==> src/rtl/fp_pkg.sv <==
// ============================================================================
// Module : fp_pkg
// Brief  : Shared FP32 encodings, rounding modes and flag indices.
// Rev    : 1.0
// ============================================================================
`default_nettype none

package fp_pkg;

    typedef enum logic [2:0] {
        RM_RNE = 3'd0,
        RM_RTZ = 3'd1,
        RM_RDN = 3'd2,
        RM_RUP = 3'd3,
        RM_RMM = 3'd4
    } rm_e;

    localparam int BIAS    = 127;
    localparam int EXP_MAX = 255;

    // Internal exponent is two bits wider than the field so it can hold
    // both post-round overflow (up to 257) and negative underflow values.
    localparam int XEXP_W  = 10;

    localparam logic [31:0] FP32_QNAN   = 32'h7FC0_0000;
    localparam logic [31:0] FP32_INF    = 32'h7F80_0000;
    localparam logic [31:0] FP32_MAXFIN = 32'h7F7F_FFFF;

    localparam int FLAG_NX = 0;
    localparam int FLAG_UF = 1;
    localparam int FLAG_OF = 2;

endpackage

`default_nettype wire

==> src/rtl/fp_round_pack.sv <==
// ============================================================================
// Module : fp_round_pack
// Brief  : Rounds a normalised significand and packs a binary32 result/flags.
// Rev    : 1.0
// ============================================================================
`default_nettype none

module fp_round_pack
    import fp_pkg::*;
(
    input  logic [31:0]        mant_i,
    input  logic [XEXP_W-1:0]  exp_i,
    input  logic               zero_i,
    input  logic               sign_i,
    input  logic               eff_sub_i,
    input  logic [2:0]         rm_i,
    output logic [31:0]        result_o,
    output logic [2:0]         flags_o
);

    logic              w_g;
    logic              w_s;
    logic              w_l;
    logic              w_up;
    logic              w_inf;
    logic              w_of;
    logic              w_uf;
    logic [24:0]       w_sig;
    logic [XEXP_W-1:0] w_exp;

    always_comb begin
        w_g = mant_i[7];
        w_s = |mant_i[6:0];
        w_l = mant_i[8];

        case (rm_i)
            RM_RNE:  w_up = w_g & (w_s | w_l);
            RM_RDN:  w_up = sign_i & (w_g | w_s);
            RM_RUP:  w_up = !sign_i & (w_g | w_s);
            RM_RMM:  w_up = w_g;
            default: w_up = 1'b0;
        endcase

        // With the hidden bit at mant_i[31], sig[24:23] is 1 normally and 2
        // after a rounding carry, so it doubles as the exponent adjustment.
        w_sig = {1'b0, mant_i[31:8]} + {24'd0, w_up};
        w_exp = exp_i - XEXP_W'(1) + {{(XEXP_W-2){1'b0}}, w_sig[24:23]};

        w_of  = !w_exp[XEXP_W-1] && (w_exp >= XEXP_W'(EXP_MAX));
        w_uf  = w_exp[XEXP_W-1] || (w_exp == '0);
        w_inf = (rm_i == RM_RNE) || (rm_i == RM_RMM) ||
                ((rm_i == RM_RUP) && !sign_i) ||
                ((rm_i == RM_RDN) && sign_i);

        result_o         = {sign_i, w_exp[7:0], w_sig[22:0]};
        flags_o          = '0;
        flags_o[FLAG_NX] = w_g | w_s;

        if (zero_i) begin
            result_o = {(eff_sub_i ? (rm_i == RM_RDN) : sign_i), 31'd0};
            flags_o  = '0;
        end else if (w_of) begin
            result_o         = w_inf ? {sign_i, FP32_INF[30:0]}
                                     : {sign_i, FP32_MAXFIN[30:0]};
            flags_o          = '0;
            flags_o[FLAG_OF] = 1'b1;
            flags_o[FLAG_NX] = 1'b1;
        end else if (w_uf) begin
            result_o         = {sign_i, 31'd0};
            flags_o          = '0;
            flags_o[FLAG_UF] = 1'b1;
            flags_o[FLAG_NX] = 1'b1;
        end
    end

endmodule

`default_nettype wire

==> src/rtl/fp_norm_round.sv <==
// ============================================================================
// Module : fp_norm_round
// Brief  : Two-stage FP32 normalise (LZA shift + correction) and round/pack.
// Rev    : 1.0
// ============================================================================
`default_nettype none

module fp_norm_round
    import fp_pkg::*;
#(
    parameter int MANT_W = 32,
    parameter int EXP_W  = 8,
    parameter int FRAC_W = 23
) (
    input  logic                    clk,
    input  logic                    rst,
    input  logic                    in_valid,
    output logic                    in_ready,
    input  logic                    in_sign,
    input  logic                    in_eff_sub,
    input  logic [EXP_W-1:0]        in_exp,
    input  logic [MANT_W-1:0]       in_mant,
    input  logic [4:0]              in_lz,
    input  logic [2:0]              in_rm,
    output logic                    out_valid,
    input  logic                    out_ready,
    output logic [EXP_W+FRAC_W:0]   out_result,
    output logic [2:0]              out_flags
);

    logic [MANT_W-1:0]    w_m0;
    logic [MANT_W-1:0]    w_m;
    logic                 w_fix;
    logic [5:0]           w_shift;
    logic [XEXP_W-1:0]    w_e;
    logic                 w_zero;
    logic                 w_s1_advance;
    logic                 w_s1_load;
    logic [31:0]          w_result;
    logic [2:0]           w_flags;

    logic                 s1_valid_q, s1_valid_d;
    logic [MANT_W-1:0]    s1_m_q;
    logic [XEXP_W-1:0]    s1_e_q;
    logic                 s1_zero_q;
    logic                 s1_sign_q;
    logic                 s1_eff_sub_q;
    logic [2:0]           s1_rm_q;

    logic                 s2_valid_q, s2_valid_d;
    logic [31:0]          s2_result_q;
    logic [2:0]           s2_flags_q;

    assign w_s1_advance = !s2_valid_q || out_ready;
    assign in_ready     = !s1_valid_q || w_s1_advance;
    assign w_s1_load    = in_valid && in_ready;
    assign s1_valid_d   = in_ready ? in_valid : s1_valid_q;
    assign s2_valid_d   = w_s1_advance ? s1_valid_q : s2_valid_q;

    // The predictor may undercount by one; a clear MSB after the shift
    // means one more position is needed.
    always_comb begin
        w_m0    = in_mant << in_lz;
        w_fix   = !w_m0[MANT_W-1] && (w_m0 != '0);
        w_m     = w_fix ? (w_m0 << 1) : w_m0;
        w_shift = {1'b0, in_lz} + {5'd0, w_fix};
        w_e     = {{(XEXP_W-EXP_W){1'b0}}, in_exp} + XEXP_W'(1)
                  - {{(XEXP_W-6){1'b0}}, w_shift};
        w_zero  = (in_mant == '0);
    end

    fp_round_pack u_round_pack (
        .mant_i    (s1_m_q),
        .exp_i     (s1_e_q),
        .zero_i    (s1_zero_q),
        .sign_i    (s1_sign_q),
        .eff_sub_i (s1_eff_sub_q),
        .rm_i      (s1_rm_q),
        .result_o  (w_result),
        .flags_o   (w_flags)
    );

    always_ff @(posedge clk) begin
        if (rst) begin
            s1_valid_q   <= 1'b0;
            s1_m_q       <= '0;
            s1_e_q       <= '0;
            s1_zero_q    <= 1'b0;
            s1_sign_q    <= 1'b0;
            s1_eff_sub_q <= 1'b0;
            s1_rm_q      <= '0;
            s2_valid_q   <= 1'b0;
            s2_result_q  <= '0;
            s2_flags_q   <= '0;
        end else begin
            s1_valid_q <= s1_valid_d;
            s2_valid_q <= s2_valid_d;
            if (w_s1_load) begin
                s1_m_q       <= w_m;
                s1_e_q       <= w_e;
                s1_zero_q    <= w_zero;
                s1_sign_q    <= in_sign;
                s1_eff_sub_q <= in_eff_sub;
                s1_rm_q      <= in_rm;
            end
            if (w_s1_advance && s1_valid_q) begin
                s2_result_q <= w_result;
                s2_flags_q  <= w_flags;
            end
        end
    end

    assign out_valid  = s2_valid_q;
    assign out_result = s2_result_q;
    assign out_flags  = s2_flags_q;

endmodule

`default_nettype wire

==> config.mk <==
export PLATFORM = sky130hd
export DESIGN_NAME = fp_norm_round
export DESIGN_NICKNAME = d
export VERILOG_FILES = /design/src/rtl/fp_pkg.sv /design/src/rtl/fp_round_pack.sv /design/src/rtl/fp_norm_round.sv
export SDC_FILE = /design/constraint.sdc
export NUM_CORES = 1
export LEC_CHECK = 0
export BUFFER_PORTS_ARGS = -buffer_cell sky130_fd_sc_hd__buf_4
export CAP_MARGIN = 20
export CORE_MARGIN = 3
export CORE_UTILIZATION = 60
export DETAILED_ROUTE_END_ITERATION = 8
export GPL_ROUTABILITY_DRIVEN = 0
export PLACE_DENSITY = 0.88
export SYNTH_ARGS = -nofsm -noshare
export SYNTH_HDL_FRONTEND = slang
export SYNTH_SLANG_ARGS = --single-unit
==> constraint.sdc <==
create_clock -name clk -period 6.95 [get_ports clk]
set_input_delay 1.0425 -clock clk [delete_from_list [all_inputs] [get_ports clk]]
set_output_delay 1.0425 -clock clk [all_outputs]
set_load 0.03 [all_outputs]
After elaboration in Yosys (flattened, before gate mapping)
Index checks and enable logic that the tools add are counted.
{ "totals": {"register_bits": 85, "output_inout_bits": 37} }
{ "op_classes": {"addsub": 6, "n_bitwise": 5, "shift": 1, "n_eq_ne": 3, "n_reduce_logical": 22, "magnitude_cmp": 1, "muxes": 10} }
{ "op_table": {"columns": ["cell", "n"], "rows": [
  ["$mux 32", 2],
  ["$mux 31", 2],
  ["$logic_not 32->1", 1],
  ["$reduce_bool 32->1", 1],
  ["$shl 32x5->32", 1],
  ["$add 24x1->25", 1],
  ["$mux 24", 1],
  ["$add 10x2->10", 1],
  ["$ge 10x8->1 const B", 1],
  ["$logic_not 10->1", 1],
  ["$sub 10x1->10 const B", 1],
  ["$sub 9x6->10", 1],
  ["$add 8x1->9 const B", 1],
  ["$reduce_or 7->1", 1],
  ["$add 5x1->6", 1],
  ["$eq 3x2->1 const B", 2],
  ["$logic_and 1x1->1", 6],
  ["$logic_or 1x1->1", 6],
  ["$mux 3", 2],
  ["$logic_not 1->1", 5],
  ["$pmux 1 s4", 1],
  ["$and 1x1->1", 3],
  ["$eq 3x3->1 const B", 1],
  ["$logic_not 3->1", 1],
  ["other kinds (3)", 4]
]} }

Longest topological paths before layout
{ "logic_depth": {"depth_word": 11, "depth_mapped": 26, "depth_no_buf": 24} }

Hierarchy
A second synthesis with hierarchy kept.
{ "unflattened": {"cells_unflattened": 936, "hier_area_um2": 7488.4} }
{ "modules_own_cells": {"columns": ["mod", "n_inst", "cells_each", "area_each_um2"], "rows": [
  ["fp_norm_round", 1, 704, 5838.1],
  ["fp_round_pack", 1, 232, 1650.3]
]} }

Worst setup path before layout
No wires, ideal clock.
{ "synth_path": {"kind": "input to register", "from": "input in_lz[0]", "to": "register s1_e_q[7]", "path_buffers": 4, "required_ps": 6859, "path_slack_ps": 1030, "arrival_time_ps": 5829, "stages": 23, "path_cell_list": "buf_2 -> buf_6 -> buf_2 -> mux4_2 -> a221oi_2 -> o211ai_1 -> nor4_1 -> o2111ai_1 -> o21ai_4 -> inv_2 -> buf_2 -> ha_1 -> inv_1 -> fa_1 -> ha_1 -> fa_1 -> a21oi_1 -> nor2_1 -> nor2_1 -> nor2b_1 -> o21a_1 -> or3_1 -> a311oi_1"} }
{ "synth_between": {"elab_chain_len": 5, "word_cells_on_any_way": 6, "classes_between": "add/sub (2); shift (1); reduce/logical (3)"} }
{ "synth_rtl": {"columns": ["item", "line", "rtl"], "rows": [
  ["from (decl)", "fp_norm_round.sv:23", "input logic [4:0] in_lz,"],
  ["$shl 32x5->32", "fp_norm_round.sv:63", "w_m0 = in_mant << in_lz;"],
  ["$reduce_bool 32->1 / $logic_not 1->1 (equally long branches)", "fp_norm_round.sv:64", "w_fix = !w_m0[MANT_W-1] && (w_m0 != '0);"],
  ["$logic_and 1x1->1", "fp_norm_round.sv:64", null],
  ["$add 5x1->6 *", "fp_norm_round.sv:66", "w_shift = {1'b0, in_lz} + {5'd0, w_fix};"],
  ["$sub 9x6->10 *", "fp_norm_round.sv:68", "- {{(XEXP_W-6){1'b0}}, w_shift};"],
  ["to (signal assigned)", "fp_norm_round.sv:100", "s1_e_q <= w_e;"],
  ["to (decl)", "fp_norm_round.sv:44", "logic [XEXP_W-1:0] s1_e_q;"]
]} }
Every way passes the cells marked *; elsewhere a longest branch is shown, timed or not.
A chain may end at the register's enable or synchronous reset.

Worst setup path after layout
{ "layout_path": {"from": "register s1_rm_q[2]", "to": "register s2_result_q[23], in the netlist out_result[23]"} }
{ "layout_between": {"elab_chain_len": 9, "word_cells_on_any_way": 21, "classes_between": "add/sub (2); order compare (1); eq/ne (3); mux (5); reduce/logical (10)"} }
{ "layout_rtl": {"columns": ["item", "line", "rtl"], "rows": [
  ["from (decl)", "fp_norm_round.sv:48", "logic [2:0] s1_rm_q;"],
  ["from (signal assigned)", "fp_norm_round.sv:104", "s1_rm_q <= in_rm;"],
  ["branches (longest 7 deep; another with $add 24x1->25)", null, null],
  ["$mux 31 *", "fp_round_pack.sv:62", "end else if (w_of) begin"],
  ["$mux 32 *", "fp_round_pack.sv:59", "if (zero_i) begin"],
  ["to (signal assigned)", "fp_norm_round.sv:107", "s2_result_q <= w_result;"],
  ["to (decl)", "fp_norm_round.sv:51", "logic [31:0] s2_result_q;"]
]} }
Mark *: on every way between the ends.

==> results.py <==
metrics = {
    "routing": {
        "ant_nets": 0,
        "vias": 7114,
        "viasPerCell": 6.41,
        "wire_per_inst_um": 17.1,
        "drtIter0Drc": 694,
        "drt_pass1_iterations": 5,
        "wl_um": 19000,
        "drc_errors": 0,
    },
    "grt": {
        "grtUsageTotal": 0.285,
        "grt_pass1_vias": 6424,
        "grt.overflow.total": 0,
        "grt_max_degree": 83,
        "grt_pass1_wl_um": 31300,
        "antenna_found_initial": 0,
    },
    "hold_path": {
        "min_to": "out_result[8]$_SDFFE_PP0P_",
        "hold_path.class": "flop to flop",
        "hold_start": "out_result[8]$_SDFFE_PP0P_",
        "whs_path_depth": 2,
    },
    "clock_network": {
        "cts_setup_buffers": 0,
        "clock_sinks": 85,
        "holdBufCountCts": 0,
        "clk_latency_ns": 0.34,
        "htreeDepth": 3,
        "post_cts_resized": 0,
        "cts_tree": "built",
        "clk_pin_slew_ns": 0.06,
        "cts_max_path_buffers": 2,
        "root_buffer": "clkbuf_16",
        "numCtsBuffers": 9,
    },
    "critical_path": {
        "cpMostUsedCell": "ha_1",
        "worst-path-buf-inv": 1,
        "slowest_delay_ns": 0.59,
        "r2r_slack_ns": 0.72,
        "r2r-start": "s1_rm_q[2]$_SDFFE_PP0P_",
        "slowest_stage": "a211o_1",
        "cp_top_family": "simple AND/OR/NAND/NOR gates",
        "required_ns": 7.22,
        "timing.critical_path.from_type": "flop",
        "crit_path_cell_trace": "nand2b_1 -> nor2_1 -> ha_1 -> nor3_1 -> o22a_1 -> ha_1 -> ha_1 -> nand3_1 -> nor2_1 -> nand3_1 -> or4_1 -> ha_1 -> inv_1 -> ha_1 -> fa_1 -> a21o_1 -> a21oi_1 -> o21ai_0 -> and2_1 -> a21oi_1 -> nand3_1 -> a211o_1 -> or3_1 -> a21oi_1",
        "path_class": "flop to flop",
        "critPathCaptureType": "flop",
        "worstRegToRegCells": 24,
        "timing.rr.end": "out_result[23]$_SDFFE_PP0P_",
        "crit_cells": 24,
        "crit_path_max_fanout": 24,
        "arrival_ns": 6.50,
    },
    "timing": {
        "period_minus_slack_ns": 6.23,
        "setup_ws_ns": 0.716,
        "finalCritPeriodShare": 0.897,
        "holdWs_ns": 0.450,
        "fin_skew_ns": 0.00379,
        "report.final.slew_viol_count": 0,
        "relSlewSlack": 0.367,
        "fmax_mhz": 160,
        "final.setup.tns_ns": 0,
        "rsz0062_at_grt": "false",
        "tightest_slew_ns": 0.950,
        "hold_viol": 0,
        "setup-violations-final": 0,
    },
    "cells_and_area": {
        "seq_area_um2": 1700,
        "n_antenna_cell": 0,
        "final_util": 0.706,
        "fillCellCount": 938,
        "drive_gt1_frac": 0.174,
        "area_growth_pct": 13.1,
        "num-nets-final": 1049,
        "multiInputGateArea_um2": 5090,
    },
    "yosys": {
        "seq_area_frac_synth": 0.235,
        "yosys.area.top_type": "dfxtp_1",
        "ys_types": 71,
        "ys_top_cells_by_area": "dfxtp_1 (23%), mux4_2 (10%), nand2_1 (6.3%)",
        "avgSynthCellArea_um2": 7.93,
        "syn_nets": 1000,
        "ys_ff_latch": 85,
        "netlist_area_um2": 7240,
        "synthArstFlopShare": 0,
        "synthFlopType": "dfxtp_1",
        "synth-edff-count": 0,
        "syn_inst": 913,
        "yosysWarningCount": 0,
        "synth_top_area_share": 0.235,
    },
    "floorplanning": {
        "placementRows": 39,
        "coreArea_um2": 11600,
        "die_w_um": 116,
        "ios": 91,
        "dieArea_um2": 13400,
        "initial_core_util": 0.624,
        "dieHeight_um": 116,
    },
    "placed_design": {
        "dp_worst_setup_slack_ns": 0.636,
        "hpwl_um": 13900,
        "port_buffers": 90,
    },
    "run": {
        "drv_cap": 0,
    },
    "pwr": {
        "ir_drop_mv": 0.153,
        "p_leak_nw": 3.29,
        "power.total_mw": 1.77,
        "pwr_density_cell_nw_per_um2": 217,
    },
    "status": {
        "status": "finished clean",
    },
}
-- where the power goes --
| group | leakage [nW] | switching (mW) | internal [mW] | total (mW) |
|---|---|---|---|---|
| Sequential | 0.694 | 0.0371 | 0.537 | 0.574 |
| Clock | 0.135 | 0.201 | 0.254 | 0.455 |
| Combinational | 2.46 | 0.450 | 0.295 | 0.745 |
| Total | 3.29 | 0.688 | 1.09 | 1.77 |
-- cell usage after synthesis (5+ instances only) --
cell type	instances
xnor2_1	19
clkbuf_1	43
nand2b_1	6
nor2_1	105
dfxtp_1	85
buf_2	11
or3_1	5
xor2_1	15
o21a_1	5
mux4_2	33
and3_1	11
a22o_1	6
inv_1	45
nand4_1	6
nand2_1	122
o211ai_1	37
a21o_1	9
and2_1	10
nand3_1	22
nor3_1	14
o21ai_0	17
nor2b_1	8
a211oi_1	10
nor4_1	12
a21oi_1	78
o22ai_1	5
a22oi_1	9
mux2_2	10
a31oi_1	8
ha_1	30
mux2i_1	38
-- layer usage --
layer | track usage | share of wire | up-vias | wire (um)
li1 | - | - | 3425 | -
met1 | 0.387 | 0.43 | 3222 | 8190
met2 | 0.445 | 0.44 | 391 | 8370
met3 | 0.0548 | 0.085 | 76 | 1610
met4 | 0.119 | 0.043 | 0 | 821
met5 | 0 | 0 | - | 0
-- worst reg2reg max path, cell delays in order (launching register included) --
cell	delay, ns
dfxtp_1	0.37
nand2b_1	0.19
nor2_1	0.07
ha_1	0.29
nor3_1	0.19
o22a_1	0.17
ha_1	0.21
ha_1	0.20
nand3_1	0.13
nor2_1	0.26
nand3_1	0.18
or4_1	0.56
ha_1	0.30
inv_1	0.05
ha_1	0.21
fa_1	0.40
a21o_1	0.19
a21oi_1	0.28
o21ai_0	0.15
and2_1	0.17
a21oi_1	0.28
nand3_1	0.19
a211o_1	0.59
or3_1	0.41
a21oi_1	0.12
-- registers in the layout, indices dropped and copies added, names as in the netlist --
name and cells:
out_flags 3, s1_eff_sub_q 1, s1_m_q 32, s1_e_q 10, s1_rm_q 3, s1_valid_q 1
out_valid 1, out_result 32, s1_sign_q 1, s1_zero_q 1
-- per-stage QoR --
stage,cell area [um^2],cells
6_report,8190,1110
5_1_grt,8190,1110
4_1_cts,8190,1110
3_5_place_dp,7910,1094
3_3_place_gp,7910,1094
2_1_floorplan,7240,913
-- final cells by class --
cell class,count,area share
Inverter,47,0.0215
Timing Repair Buffer,101,0.0925
Clock buffer,10,0.0292
Sequential cell,85,0.208
Clock inverter,6,0.00565
Multi-Input combinational cell,718,0.622
Tap cell,143,0.0218
-- kinds of logic after synthesis --
family,after synthesis,share of synthesized area
and+or+nand+nor,336,0.208
AOI/OAI and AO/OA,230,0.216
muxes,85,0.177
adders and majority gates,33,0.0601
buffers and inverters,110,0.0630
DFF,85,0.235
xor gates and xnor gates,34,0.0411
-- how the worst max path moves through the flow --
stage               slack (ns)               startpoint                           to
floorplan                 1.03                 in_lz[0]       s1_e_q[7]$_SDFFE_PP0P_
global placement          0.76                 in_lz[0]       s1_e_q[7]$_SDFFE_PP0P_
detailed placement        0.64                 in_lz[0]       s1_e_q[7]$_SDFFE_PP0P_
finish                    0.72  s1_rm_q[2]$_SDFFE_PP0P_  out_result[23]$_SDFFE_PP0P_
global route              0.25  s1_rm_q[2]$_SDFFE_PP0P_  out_result[23]$_SDFFE_PP0P_
CTS                       0.78  s1_rm_q[2]$_SDFFE_PP0P_  out_result[23]$_SDFFE_PP0P_
-- placed cells by master (no fill, tap or decap), types with 9 or more instances in the layout --
master / instances
a22oi_1: 9
mux2_2: 10
mux4_2: 33
and2_1: 10
a21o_1: 9
nand2_1: 122
a21oi_1: 78
buf_4: 101
clkbuf_16: 9
dfxtp_1: 85
nor4_1: 12
ha_1: 30
xnor2_1: 19
xor2_1: 15
and3_1: 11
nor3_1: 14
o21ai_0: 17
mux2i_1: 38
nor2_1: 105
o211ai_1: 37
a211oi_1: 10
inv_1: 45
nand3_1: 22
No activity file was read; power rests on OpenSTA's default activity.
